### src/rtl/alu_exec.sv
// Execute/writeback stage of the 8-bit CPU datapath: reads two registers, runs one ALU op, writes back.
// Optional iterative shift-add multiplier for Op=111 is built only when ALU_MUL_EN is defined.
module alu_exec (
   input  logic       Clock,
   input  logic       Reset,
   input  logic       Start,
   input  logic [2:0] Op,
   input  logic [1:0] Rs1,
   input  logic [1:0] Rs2,
   input  logic [1:0] Rd,
   output logic [1:0] N1,
   output logic [1:0] N2,
   input  logic [7:0] Q1,
   input  logic [7:0] Q2,
   output logic [1:0] ND,
   output logic [7:0] DI,
   output logic       REG_WE,
   output logic       Busy,
   output logic       Done,
   output logic       ZF,
   output logic       CF
);

   localparam logic [2:0] OP_ADD = 3'b000;
   localparam logic [2:0] OP_SUB = 3'b001;
   localparam logic [2:0] OP_AND = 3'b010;
   localparam logic [2:0] OP_OR  = 3'b011;
   localparam logic [2:0] OP_XOR = 3'b100;
   localparam logic [2:0] OP_SHL = 3'b101;
   localparam logic [2:0] OP_SHR = 3'b110;
   localparam logic [2:0] OP_MUL = 3'b111;

`ifdef ALU_MUL_EN
   typedef enum logic [1:0] {S_IDLE, S_EXEC, S_MUL, S_WB} state_t;
`else
   typedef enum logic [1:0] {S_IDLE, S_EXEC, S_WB} state_t;
`endif

   state_t     state;
   logic [7:0] a;
   logic [7:0] b;
   logic [2:0] op;
   logic [7:0] r;
   logic       pend_c;
   logic       wr_ok;

`ifdef ALU_MUL_EN
   logic [15:0] p;
   logic [15:0] mcand;
   logic [7:0]  mplier;
   logic [2:0]  count;
   logic [15:0] p_nxt;
`endif

   // Single-cycle ALU: result in [7:0], carry/borrow in [8].
   function automatic logic [8:0] alu_f(input logic [2:0] f, input logic [7:0] x, input logic [7:0] y);
      logic [8:0] t;
      t = {1'b0, x};
      case (f)
         OP_ADD:  t = {1'b0, x} + {1'b0, y};
         OP_SUB:  t = {1'b0, x} - {1'b0, y};
         OP_AND:  t = {1'b0, x & y};
         OP_OR:   t = {1'b0, x | y};
         OP_XOR:  t = {1'b0, x ^ y};
         OP_SHL:  t = {x[7], x[6:0], 1'b0};
         OP_SHR:  t = {x[0], 1'b0, x[7:1]};
         default: t = {1'b0, x};
      endcase
      return t;
   endfunction

   assign N1 = Rs1;
   assign N2 = Rs2;
   assign DI = r;

`ifdef ALU_MUL_EN
   assign wr_ok = 1'b1;
   assign p_nxt = p + (mplier[0] ? mcand : 16'h0000);
`else
   // Without the multiplier an Op=111 request completes but leaves registers and flags alone.
   assign wr_ok = (op != OP_MUL);
`endif

   assign Busy   = (state != S_IDLE);
   assign Done   = (state == S_WB);
   assign REG_WE = (state == S_WB) && wr_ok;

   always_ff @(posedge Clock or negedge Reset) begin
      if (!Reset) begin
         state  <= S_IDLE;
         a      <= '0;
         b      <= '0;
         op     <= '0;
         r      <= '0;
         ND     <= '0;
         pend_c <= 1'b0;
         ZF     <= 1'b0;
         CF     <= 1'b0;
`ifdef ALU_MUL_EN
         p      <= '0;
         mcand  <= '0;
         mplier <= '0;
         count  <= '0;
`endif
      end else begin
         case (state)
            S_IDLE: begin
               if (Start) begin
                  a  <= Q1;
                  b  <= Q2;
                  op <= Op;
                  ND <= Rd;
`ifdef ALU_MUL_EN
                  p      <= '0;
                  mcand  <= {8'h00, Q1};
                  mplier <= Q2;
                  count  <= '0;
                  state  <= (Op == OP_MUL) ? S_MUL : S_EXEC;
`else
                  state  <= S_EXEC;
`endif
               end
            end
            S_EXEC: begin
               if (wr_ok) begin
                  {pend_c, r} <= alu_f(op, a, b);
               end
               state <= S_WB;
            end
`ifdef ALU_MUL_EN
            S_MUL: begin
               p      <= p_nxt;
               mcand  <= mcand << 1;
               mplier <= mplier >> 1;
               count  <= count + 3'd1;
               // Eighth partial product has just been added when count wraps.
               if (count == 3'd7) begin
                  r      <= p_nxt[7:0];
                  pend_c <= |p_nxt[15:8];
                  state  <= S_WB;
               end
            end
`endif
            S_WB: begin
               if (wr_ok) begin
                  ZF <= (r == 8'h00);
                  CF <= pend_c;
               end
               state <= S_IDLE;
            end
            default: state <= S_IDLE;
         endcase
      end
   end

endmodule

### config.mk
export PLATFORM = sky130hd
export DESIGN_NAME = alu_exec
export DESIGN_NICKNAME = d
export VERILOG_FILES = /design/src/rtl/alu_exec.sv
export SDC_FILE = /design/constraint.sdc
export NUM_CORES = 1
export LEC_CHECK = 0
export CORE_UTILIZATION = 35
export CTS_CLUSTER_SIZE = 12
export DETAILED_ROUTE_END_ITERATION = 6
export SLEW_MARGIN = 20
export SYNTH_ARGS = -nofsm -noshare
export SYNTH_HDL_FRONTEND = slang
export SYNTH_SLANG_ARGS = --single-unit
### constraint.sdc
create_clock -name Clock -period 6.9 [get_ports Clock]
set_input_delay 1.035 -clock Clock [delete_from_list [all_inputs] [get_ports Clock]]
set_output_delay 1.035 -clock Clock [all_outputs]
set_load 0.02 [all_outputs]
==> results.md, run 1 <==
* Area enclosed by the die boundary at around 7500 um^2
* Instance count of the mapped netlist at roughly 280
* Number of gates resized after CTS at 0
* Pins Over Slew Limit at 0
* Cell Pwr Density at between 300 and 400 nW/um^2
* Portion of the post-synthesis area used by sequential elements at roughly a third
* Synthesized cell area at 2490 um^2
* First drt pass iteration count at 5
* Period utilization at 48.9%
* Lkg Pwr at approximately 1.3 nW
* Max Freq at 296 MHz
* Net Switching at roughly 0.00047 W
* Nets at ~360
* Die height at ~86 um
* Clock tree sinks at 34
* Largest net degree at the start of global routing at 39
* Vias at 1984
* CTS buffer count at 5
* Number of buffers inserted for hold repair after clock tree synthesis at 0
* Fill cell instance count of the final layout at roughly 700
* Initial detailed-routing violation count at 74
* Post-route DRC at 0
* Global-route wire length before repair at between 9000 and 10000 um
* Number of nets in the synthesized netlist at between 300 and 400
* Commonest non-fill, non-tap cell in the layout: clkdlybuf4s50_1
* Buffer cell driving the clock tree root: clkbuf_8
* Starting utilization of the core area at between 30% and 40%
* Clock skew after layout at approximately 0.0031 ns
* Clock tree from TritonCTS: done
* Place WS at between 3 and 4 ns
* Final min period at 3.38 ns
* Final setup vio count at 0
* Classification of the worst setup path: reg2reg
* Endpoint arrival time on the critical path at 3.55 ns
* Number of setup buffers added after CTS at 0
* Yosys Warn Count at 0
* Horizontal die dimension at about 86 um
* Register share of total power at a little over 30%
* Detail-routed via count per cell at 4.95
* Cells on Worst Hold Path at 1
* Remaining Overflow, GRT at 0
* Post-synthesis cell type count at 52
* Final standard cell count with taps included and fillers excluded at roughly 400
* Number of antenna violations at the first check in global routing at 0
* Ys async rst share at between 90% and 100%
* Max transition margin at 50.6%
* Cell-internal power at 0.000671 W
* Startpoint types: register
* Seq cells post-synth at 34
* H-tree depth reported by CTS at 2
* I/O Pins at 47
* Clock transition at the registers of the reported paths at about 0.070 ns
* Diode count at 0
* Synthesized area per cell at between 9 and 10 um^2
* Final Hold Violating Endpoints at 0
* Combinational share of power at a little over half
* Cells after DPL at about 390
* Number of port buffers at 38
* Net switching share of the total power at between 40% and 50%
* HPWL reported at the end of detailed placement at between 4000 and 5000 um
* Leading cell types in the layout, fill and taps excluded: clkdlybuf4s50_1 (38), dfrtp_1 (34), nand2_1 (34), o21ai_0 (29), ha_1 (25)
* Result of the run: finished, final reports clean
* Setup repair after global routing missed its margin: no
* Number of flops mapped to enable cells by yosys at 0
* Number of buffers between clock root and the deepest sink at 2
* WL final at between 5000 and 6000 um
* Area of the placeable core at between 6000 and 7000 um^2
* Placer's final routability congestion estimate at about 0.89
* Slew at the pin with the worst max-slew slack at between 0.7 and 0.8 ns
* Worst-skew pair later-pin latency at between 0.2 and 0.3 ns
* Part of the total power dissipated in the clock network at 16.3%
* Area Overhead vs Synth at 20.3%
* Kind of capture point of the worst setup path: register
* Maximum fanout encountered on the critical timing path at 24
* Num rows at 30
* Hold/Removal Path Class: reg2reg
* Number of nets with antenna violations after detailed routing at 0
* Setup TNS at 0 ns
* Total GRT Usage at between 15 and 20%
* Synth Flop Type: dfrtp_1
* Number of global-route vias before repair at roughly 1900
* Fraction of final layout cells with drive strength greater than 1 at around 8.5%
* CP required at 7.07 ns
* Setup slack of the critical path after layout at approximately 3.5 ns
* VDD IR-drop max at 85.8 uV
* Detail-routed net length per standard cell at between 10 and 15 um
* Reported max-cap violation count at 0
* Count of cells along the worst register-to-register path at 9
-- synthesized netlist by cell type, types with 3 or more instances --
cell / number / area share [%]
dfrtp_1: 34 / 34
nand2_1: 34 / 5.1
o21ai_0: 29 / 5.8
ha_1: 25 / 13
inv_1: 21 / 3.2
a21oi_1: 14 / 2.8
nor2_1: 13 / 2.0
xnor2_1: 10 / 3.5
buf_4: 8 / 2.4
mux2_2: 8 / 3.6
nor2b_1: 6 / 1.5
a31oi_1: 5 / 1.3
buf_2: 5 / 1.0
nand3_1: 5 / 1.0
o21a_1: 4 / 1.2
a22oi_1: 3 / 0.90
buf_6: 3 / 1.4
mux2i_1: 3 / 1.2
nand2b_1: 3 / 0.75
nor4_1: 3 / 0.75
-- cell families after synthesis --
kind of cell,share of synthesized area (%)
AOI/OAI and AO/OA,20.8
xor gates and xnor gates,3.87
adders and majority gates,13.4
buffers and inverters,8.14
DFF,34.2
muxes,5.42
and+or+nand+nor,14.2
-- layer usage --
metal	up-vias	global-route usage, %	part of all wire [%]
li1	1019	-	-
met4	0	5.76	1.1
met3	5	2.86	3.5
met2	36	25.2	45
met5	-	0	0
met1	924	23.6	50
-- sequential cells by signal, summed over array words and instances, names as in the netlist --
register  flops
DI            8
op            3
CF            1
pend_c        1
state         2
b             8
ND            2
a             8
ZF            1
-- final cells by class --
type                       count  area (um^2)  share of cell area, %
clock inverter                 1         30.0                   1.00
clock buffer                   6         82.6                   2.75
multi-input combinational    203         1440                   48.0
sequential                    34          851                   28.4
tap                           96          120                   4.01
inverter                      21         78.8                   2.63
timing repair buffer          40          395                   13.2
-- path summary, 6_finish.rpt --
path                                       from              endpoint  slack [ns]
hold reg to reg            state[1]$_DFFE_PN0P_  state[1]$_DFFE_PN0P_        0.47
setup reg to reg              op[0]$_DFFE_PN0P_     DI[5]$_DFFE_PN0P_        3.52
min in group asynchronous                 Reset     DI[6]$_DFFE_PN0P_        1.15
hold / removal             state[1]$_DFFE_PN0P_  state[1]$_DFFE_PN0P_        0.47
setup / recovery              op[0]$_DFFE_PN0P_     DI[5]$_DFFE_PN0P_        3.52
max in group asynchronous                 Reset      a[4]$_DFFE_PN0P_        5.44
-- power by group through the flow --
| stage | sequential, W | combinational [W] | clock, W |
|---|---|---|---|
| 2_1_floorplan | 0.000347 | 0.000447 | 0 |
| 6_report | 0.000349 | 0.000609 | 0.000186 |
| 3_5_place_dp | 0.000353 | 0.000608 | 0 |
| 4_1_cts | 0.000349 | 0.000612 | 0.000191 |
| 3_3_place_gp | 0.000351 | 0.000605 | 0 |
| 5_1_grt | 0.000362 | 0.000682 | 0.000198 |
-- worst max-delay path, stage by stage (launching register included) --
cell and delay (ns):
dfrtp_1 0.82, nor2b_4 0.30, nor2b_1 0.52, mux2i_1 0.36, ha_1 0.28, nor2b_1 0.14, o31ai_1 0.37, nand3_1 0.12
and3b_1 0.19, o22a_1 0.17
-- stage by stage --
step / cell area (um^2) / utilization, % / hold WS, ns / total power [W]
floorplan: 2490 / - / 0.428 / 0.000794
global placement: 2890 / 42.2 / 0.451 / 0.000957
detailed placement: 2890 / 42.2 / 0.454 / 0.000961
CTS: 3000 / 43.9 / 0.473 / 0.00115
global route: 3000 / 43.9 / 0.495 / 0.00124
finish: 3000 / 43.9 / 0.472 / 0.00114
(Power assumes the default switching activity.)
==> run 2, diff against run 1 <==
==> constraint.sdc (replaced) <==
create_clock -name Clock -period 2.9 [get_ports Clock]
set_input_delay 0.435 -clock Clock [delete_from_list [all_inputs] [get_ports Clock]]
set_output_delay 0.435 -clock Clock [all_outputs]
set_load 0.02 [all_outputs]
==> run 2 against run 1 <==
  * Critical path depth increased by 2
  * Clock power increased by 100%
  * Hold slack got worse by 0.0084 ns
  * First-iteration DRC count increased by 51%
  * Combinational power increased to 2.5 times the previous value
  * Worst setup slack got worse by 3.1 ns
  * Non-clock buffer count increased by 4
  * Sequential share of layout area decreased by 0.12 points
  * Critical endpoint is now DI[6]$_DFFE_PN0P_
  * Largest cell class unchanged
  * Largest power group unchanged
==> results.md, run 2 (synthesis results as in run 1) <==
* CTS buffer count at 5
* Final Hold Violating Endpoints at 0
* Max transition margin at about 67%
* Leading cell types in the layout, fill and taps excluded: clkdlybuf4s50_1 (38), dfrtp_1 (34), nand2_1 (34), o21ai_0 (29), ha_1 (25)
* Worst-skew pair later-pin latency at 0.29 ns
* H-tree depth reported by CTS at 2
* Worst hold slack across all endpoints at between 0.4 and 0.5 ns
* Placer's final routability congestion estimate at 0.864
* Result of the run: finished, final reports clean
* Global-route wire length before repair at between 9000 and 10000 um
* Post-route DRC at 0
* Remaining Overflow, GRT at 0
* Cell Pwr Density at approximately 890 nW/um^2
* Starting utilization of the core area at 36.5%
* Classification of the worst setup path: reg2reg
* Reported max-cap violation count at 0
* Buffer cell driving the clock tree root: clkbuf_8
* Clock tree sinks at 34
* Largest net degree at the start of global routing at 35
* Final min period at between 2 and 3 ns
* Area enclosed by the die boundary at roughly 7500 um^2
* CP required at just over 3 ns
* Number of setup buffers added after CTS at 0
* Initial detailed-routing violation count at about 110
* Fraction of final layout cells with drive strength greater than 1 at 10.0%
* Period utilization at ~87%
* Detail-routed via count per cell at 5.01
* Number of port buffers at 38
* Number of antenna violations at the first check in global routing at 0
* Number of nets with antenna violations after detailed routing at 0
* Area Overhead vs Synth at 20.8%
* Horizontal die dimension at approximately 86 um
* HPWL reported at the end of detailed placement at around 4300 um
* Die height at ~86 um
* Clock tree from TritonCTS: done
* Number of gates resized after CTS at 0
* Lkg Pwr at ~1.3 nW
* Hold/Removal Path Class: reg2reg
* Kind of capture point of the worst setup path: register
* Final standard cell count with taps included and fillers excluded at 406
* Final setup vio count at 0
* Largest stage delay, worst path at around 0.42 ns
* Number of global-route vias before repair at between 1500 and 2000
* WL final at 5680 um
* Crit path max-delay cell type: dfrtp_1
* Cells after DPL at between 300 and 400
* Detail-routed net length per standard cell at roughly 14 um
* First drt pass iteration count at 4
* Endpoint arrival time on the critical path at between 2 and 3 ns
* Area of the placeable core at around 6800 um^2
* Commonest non-fill, non-tap cell in the layout: clkdlybuf4s50_1
* VDD IR-drop max at around 230 uV
* I/O Pins at 47
* Startpoint types: register
* Total GRT Usage at between 10% and 20%
* Pins Over Slew Limit at 0
* Setup TNS at 0 ns
* Clock transition at the registers of the reported paths at 0.08 ns
* Slew at the pin with the worst max-slew slack at 0.494 ns
* Final cell utilization of the core at between 40% and 50%
* Fill cell instance count of the final layout at 701
* Max Freq at 396 MHz
* Diode count at 0
* Number of buffers inserted for hold repair after clock tree synthesis at 0
* Maximum fanout encountered on the critical timing path at 5
* Tot Pwr at roughly 0.0027 W
* Vias at 2033
* Cells along the critical path: inv_1 -> ha_1 -> and3_1 -> nor2_1 -> xnor2_1 -> ha_1 -> a21oi_1 -> nor2_1 -> o21ba_2 -> o21ai_0 -> a31oi_1
* Nets at about 360
* Number of buffers between clock root and the deepest sink at 2
* Clock skew after layout at 0.00745 ns
* Setup repair after global routing missed its margin: no
* Num rows at 30
[run 2: cell count changes in the layout (fill, tap and decap cells not counted), sizes merged]
cell      delta
clkinv       +1
buf          +4
clkinvlp     +1
bufinv       -1
[run 2: area by class of cell]
type                            instances  area, um^2  share of cell area (%)
Clock buffer                            6        82.6                    2.74
Multi-Input combinational cell        203        1440                    47.8
Timing Repair Buffer                   44         425                    14.1
Sequential cell                        34         851                    28.3
Inverter                               21        78.8                    2.62
Clock inverter                          2        12.5                   0.416
Tap cell                               96         120                    3.99
[run 2: power by group]
part	switching, W	internal (W)	total, W
registers	0.000146	0.000618	0.000765
logic	0.000814	0.000722	0.00154
clock network	0.000186	0.000191	0.000377
[run 2: worst max-delay path: cells and delay by family (launching register included)]
kind | cells | cell delay (ns)
AO/OA/AOI/OAI | 4 | 0.80
XOR/XNOR | 1 | 0.12
adder cells (fa/ha/maj) | 2 | 0.54
buffers and inverters | 1 | 0.15
flip-flops | 1 | 0.42
AND/OR/NAND/NOR | 3 | 0.36
[run 2: final timing paths]
kind | startpoint | to | slack, ns | depth (start not counted)
worst max-delay path | b[1]$_DFFE_PN0P_ | DI[6]$_DFFE_PN0P_ | 0.38 | 11
worst min-delay path | state[1]$_DFFE_PN0P_ | state[1]$_DFFE_PN0P_ | 0.46 | 1
worst max register to register | b[1]$_DFFE_PN0P_ | DI[6]$_DFFE_PN0P_ | 0.38 | 11
worst min register to register | state[1]$_DFFE_PN0P_ | state[1]$_DFFE_PN0P_ | 0.46 | 1
max in group asynchronous | Reset | a[3]$_DFFE_PN0P_ | 2.04 | 2
min in group asynchronous | Reset | ND[1]$_DFFE_PN0P_ | 0.56 | 2
[run 2: layer usage]
metal  track usage (%)  wire length, um  up-vias
li1                  -                -     1021
met5                 0                0        -
met3              2.76              282        5
met4              5.15               68        0
met2              25.5             2590       52
met1              23.2             2740      955
[run 2: metrics by stage]
stage / worst slack [ns] / area [um^2]
after global routing: 0.113 / 3010
final: 0.376 / 3010
after detailed placement: 0.411 / 2920
after global placement: 0.452 / 2920
after floorplan: 0.527 / 2490
after CTS: 0.394 / 3010
==> edit (flow settings as in run 1) <==
Reset style: synchronous (`Reset`), changed in one clocked block.
--- a/src/rtl/alu_exec.sv
+++ b/src/rtl/alu_exec.sv
@@ -86,5 +86,5 @@
    assign REG_WE = (state == S_WB) && wr_ok;
 
-   always_ff @(posedge Clock or negedge Reset) begin
+   always_ff @(posedge Clock) begin
       if (!Reset) begin
          state  <= S_IDLE;
Check against the original RTL: differs if Reset is asserted again (counterexample within 4 cycles, from zero or initial values and one cycle with Reset low); with Reset held inactive, the same outputs for 10 cycles.
==> edit against run 1 <==
- wire length is 13% higher
- sequential cell count is the same
- synthesized area up 1.8%
- design area rose by 0.50%
- setup slack gained 230 ps
- core utilization fell by 0.26 points
- non-clock buffer count fell by 1
- critical path type is now reg -> out
- highest routed layer unchanged
Power is not compared: it rests on default switching activity, and its combinational part moved more than twofold at a synthesized area within 25%.
==> edit: results (changes against run 1) <==
clock_tree:
  ctsHtreeMaxLevel: 2  # unchanged
  clk_pin_slew_ps: 70  # about the same
  post_cts.repair.setup_buffers: 0  # unchanged
  worst_skew_pair.late_latency_ps: 290  # about the same
  root_buffer: "sky130_fd_sc_hd__clkbuf_8"  # unchanged
  clockBufferDepth: 2  # unchanged
  cts_resized: 0  # unchanged
  tritoncts.num_buffers: 5  # unchanged
critical_path:
  timing.critical_path.fanout_max: 20  # was 24
  critical_path_arrival_ps: 2110  # was 3550 ps
  reg2reg_depth: 8  # was 9
  max_stage_delay_ps: 810
  timing.critical_path.slowest_stage_cell: "sky130_fd_sc_hd__dfxtp_1"  # was sky130_fd_sc_hd__dfrtp_1
  cp_top_family: "flip-flops"  # was simple AND/OR/NAND/NOR gates
synth:
  synth_async_sr_flop_share_pct: 0  # was 100%
  synthesis.nets: 364  # was 329
  yosys.cell_types.count: 61  # was 52
  synthTopCellsByCount: "sky130_fd_sc_hd__nand2_1 (58), sky130_fd_sc_hd__dfxtp_1 (34), sky130_fd_sc_hd__ha_1 (25), sky130_fd_sc_hd__a21boi_0 (23), sky130_fd_sc_hd__inv_1 (22)"  # was sky130_fd_sc_hd__dfrtp_1 (34), sky130_fd_sc_hd__nand2_1 (34), sky130_fd_sc_hd__o21ai_0 (29), sky130_fd_sc_hd__ha_1 (25), sky130_fd_sc_hd__inv_1 (21)
  postSynth.topFlopCell: "sky130_fd_sc_hd__dfxtp_1"  # was sky130_fd_sc_hd__dfrtp_1
  seq_area_frac_synth_pct: 26.9  # was 34.2%
  synth-warning-count: 0  # unchanged
  synth.area.top_cells: "sky130_fd_sc_hd__dfxtp_1 (27%), sky130_fd_sc_hd__ha_1 (12%), sky130_fd_sc_hd__nand2_1 (8.6%)"  # was sky130_fd_sc_hd__dfrtp_1 (34%), sky130_fd_sc_hd__ha_1 (13%), sky130_fd_sc_hd__o21ai_0 (5.8%)
final_layout:
  fillCellCount: 725  # was 704
  num_antenna_cells: 0  # unchanged
  layout-drive-gt1-share_pct: 6.80  # was 8.52%
  nNetsFinal: 391  # was 359
place:
  routabilityCongestion: 0.935  # was 0.887
  dpl_cell_area_um2: 2930  # was 2890 um^2
  numPortBuffers: 38  # unchanged
  detailed_place_hpwl_um: 4690  # was 4270 um
min_path:
  min_delay_path_depth: 2  # was 1
  hold_path_class: "reg -> reg"  # unchanged
status:
  run_status: "complete, no violations"  # unchanged
sta:
  fin_worst_skew_ps: 7.01  # was 3.10 ps
  max-slew-margin-rel_pct: 50.2  # was 50.6%
global_routing:
  initial_antenna_violation_count: 0  # unchanged
  vias_in_the_first_global_route: 1993  # was 1920
  grt.total_usage_pct: 17.6  # was 16.5%
  grt_start_max_net_pins: 37  # was 39
  wire_length_of_the_first_global_routing_pass_um: 10300  # was 9510 um
drt:
  detail_route.iter0.violations: 143  # was 74
  wl_per_cell_um: 14.2  # was 13.7 um
  drt-vias-per-instance: 5.08  # was 4.95
  drc: 0  # unchanged
  drt_pass1_iterations: 4  # was 5
power_and_ir_drop:
  maximum_ir_drop_on_the_vdd_rail_uv: 98.3
  static-leakage-power_nw: 1.17
edit: where the power goes:
group / internal, mW / total (mW) / switching [mW]
Combinational: 0.103 / 0.215 / 0.113
Clock: 0.0805 / 0.153 / 0.0725
Sequential: 0.212 / 0.235 / 0.0223
edit: path summary, 6_finish.rpt:
path	from	endpoint	slack, ps
worst max-delay path	op[1]$_SDFFE_PN0P_	REG_WE	3760
worst min-delay path	CF$_SDFFE_PN0P_	CF$_SDFFE_PN0P_	460
worst max register to register	op[1]$_SDFFE_PN0P_	DI[1]$_SDFFE_PN0P_	4040
worst min register to register	CF$_SDFFE_PN0P_	CF$_SDFFE_PN0P_	460
edit: tightest hold or removal path, delay by kind of cell, from the launching register on:
kind,cells,cell delay [ps]
simple gates,1,40
flops,1,310
compound gates,1,60
edit: per-stage QoR:
step	std cells	util, %	setup slack [ps]	hold WS [ps]
after global placement	426	42.4	3980	456
after detailed placement	426	42.4	3970	464
final	434	43.6	3760	463
after CTS	434	43.7	3770	474
after floorplan	310	-	4490	448
after global routing	434	43.6	3630	496
edit: area by class of cell:
| cell class | count | share of cell area (%) |
|---|---|---|
| well taps | 96 | 3.99 |
| repair buffers | 39 | 12.7 |
| inverters | 22 | 2.74 |
| clock inverters | 1 | 0.166 |
| clock buffers | 7 | 2.87 |
| multi-input cells | 235 | 54.9 |
| flip-flops and latches | 34 | 22.6 |
edit: metal layers:
layer	share of wire [%]	wire, um	global-route usage (%)
met1	51	3130	26.1
met3	4.3	265	3.41
met2	44	2690	26.1
met5	0	0	0
met4	1.3	82	4.32
edit: logic make-up (layout without fill, tap and decap cells):
logic type               Yosys count  after routing  share of synthesized area (%)
buffers and inverters             41             69                           7.85
adder cells (fa/ha/maj)           26             26                           13.1
flip-flops                        34             34                           26.9
AND/OR/NAND/NOR                  103            103                           19.4
multiplexers                       7              7                           3.11
AO/OA/AOI/OAI                     87             87                           25.5
XOR/XNOR                          12             12                           4.15
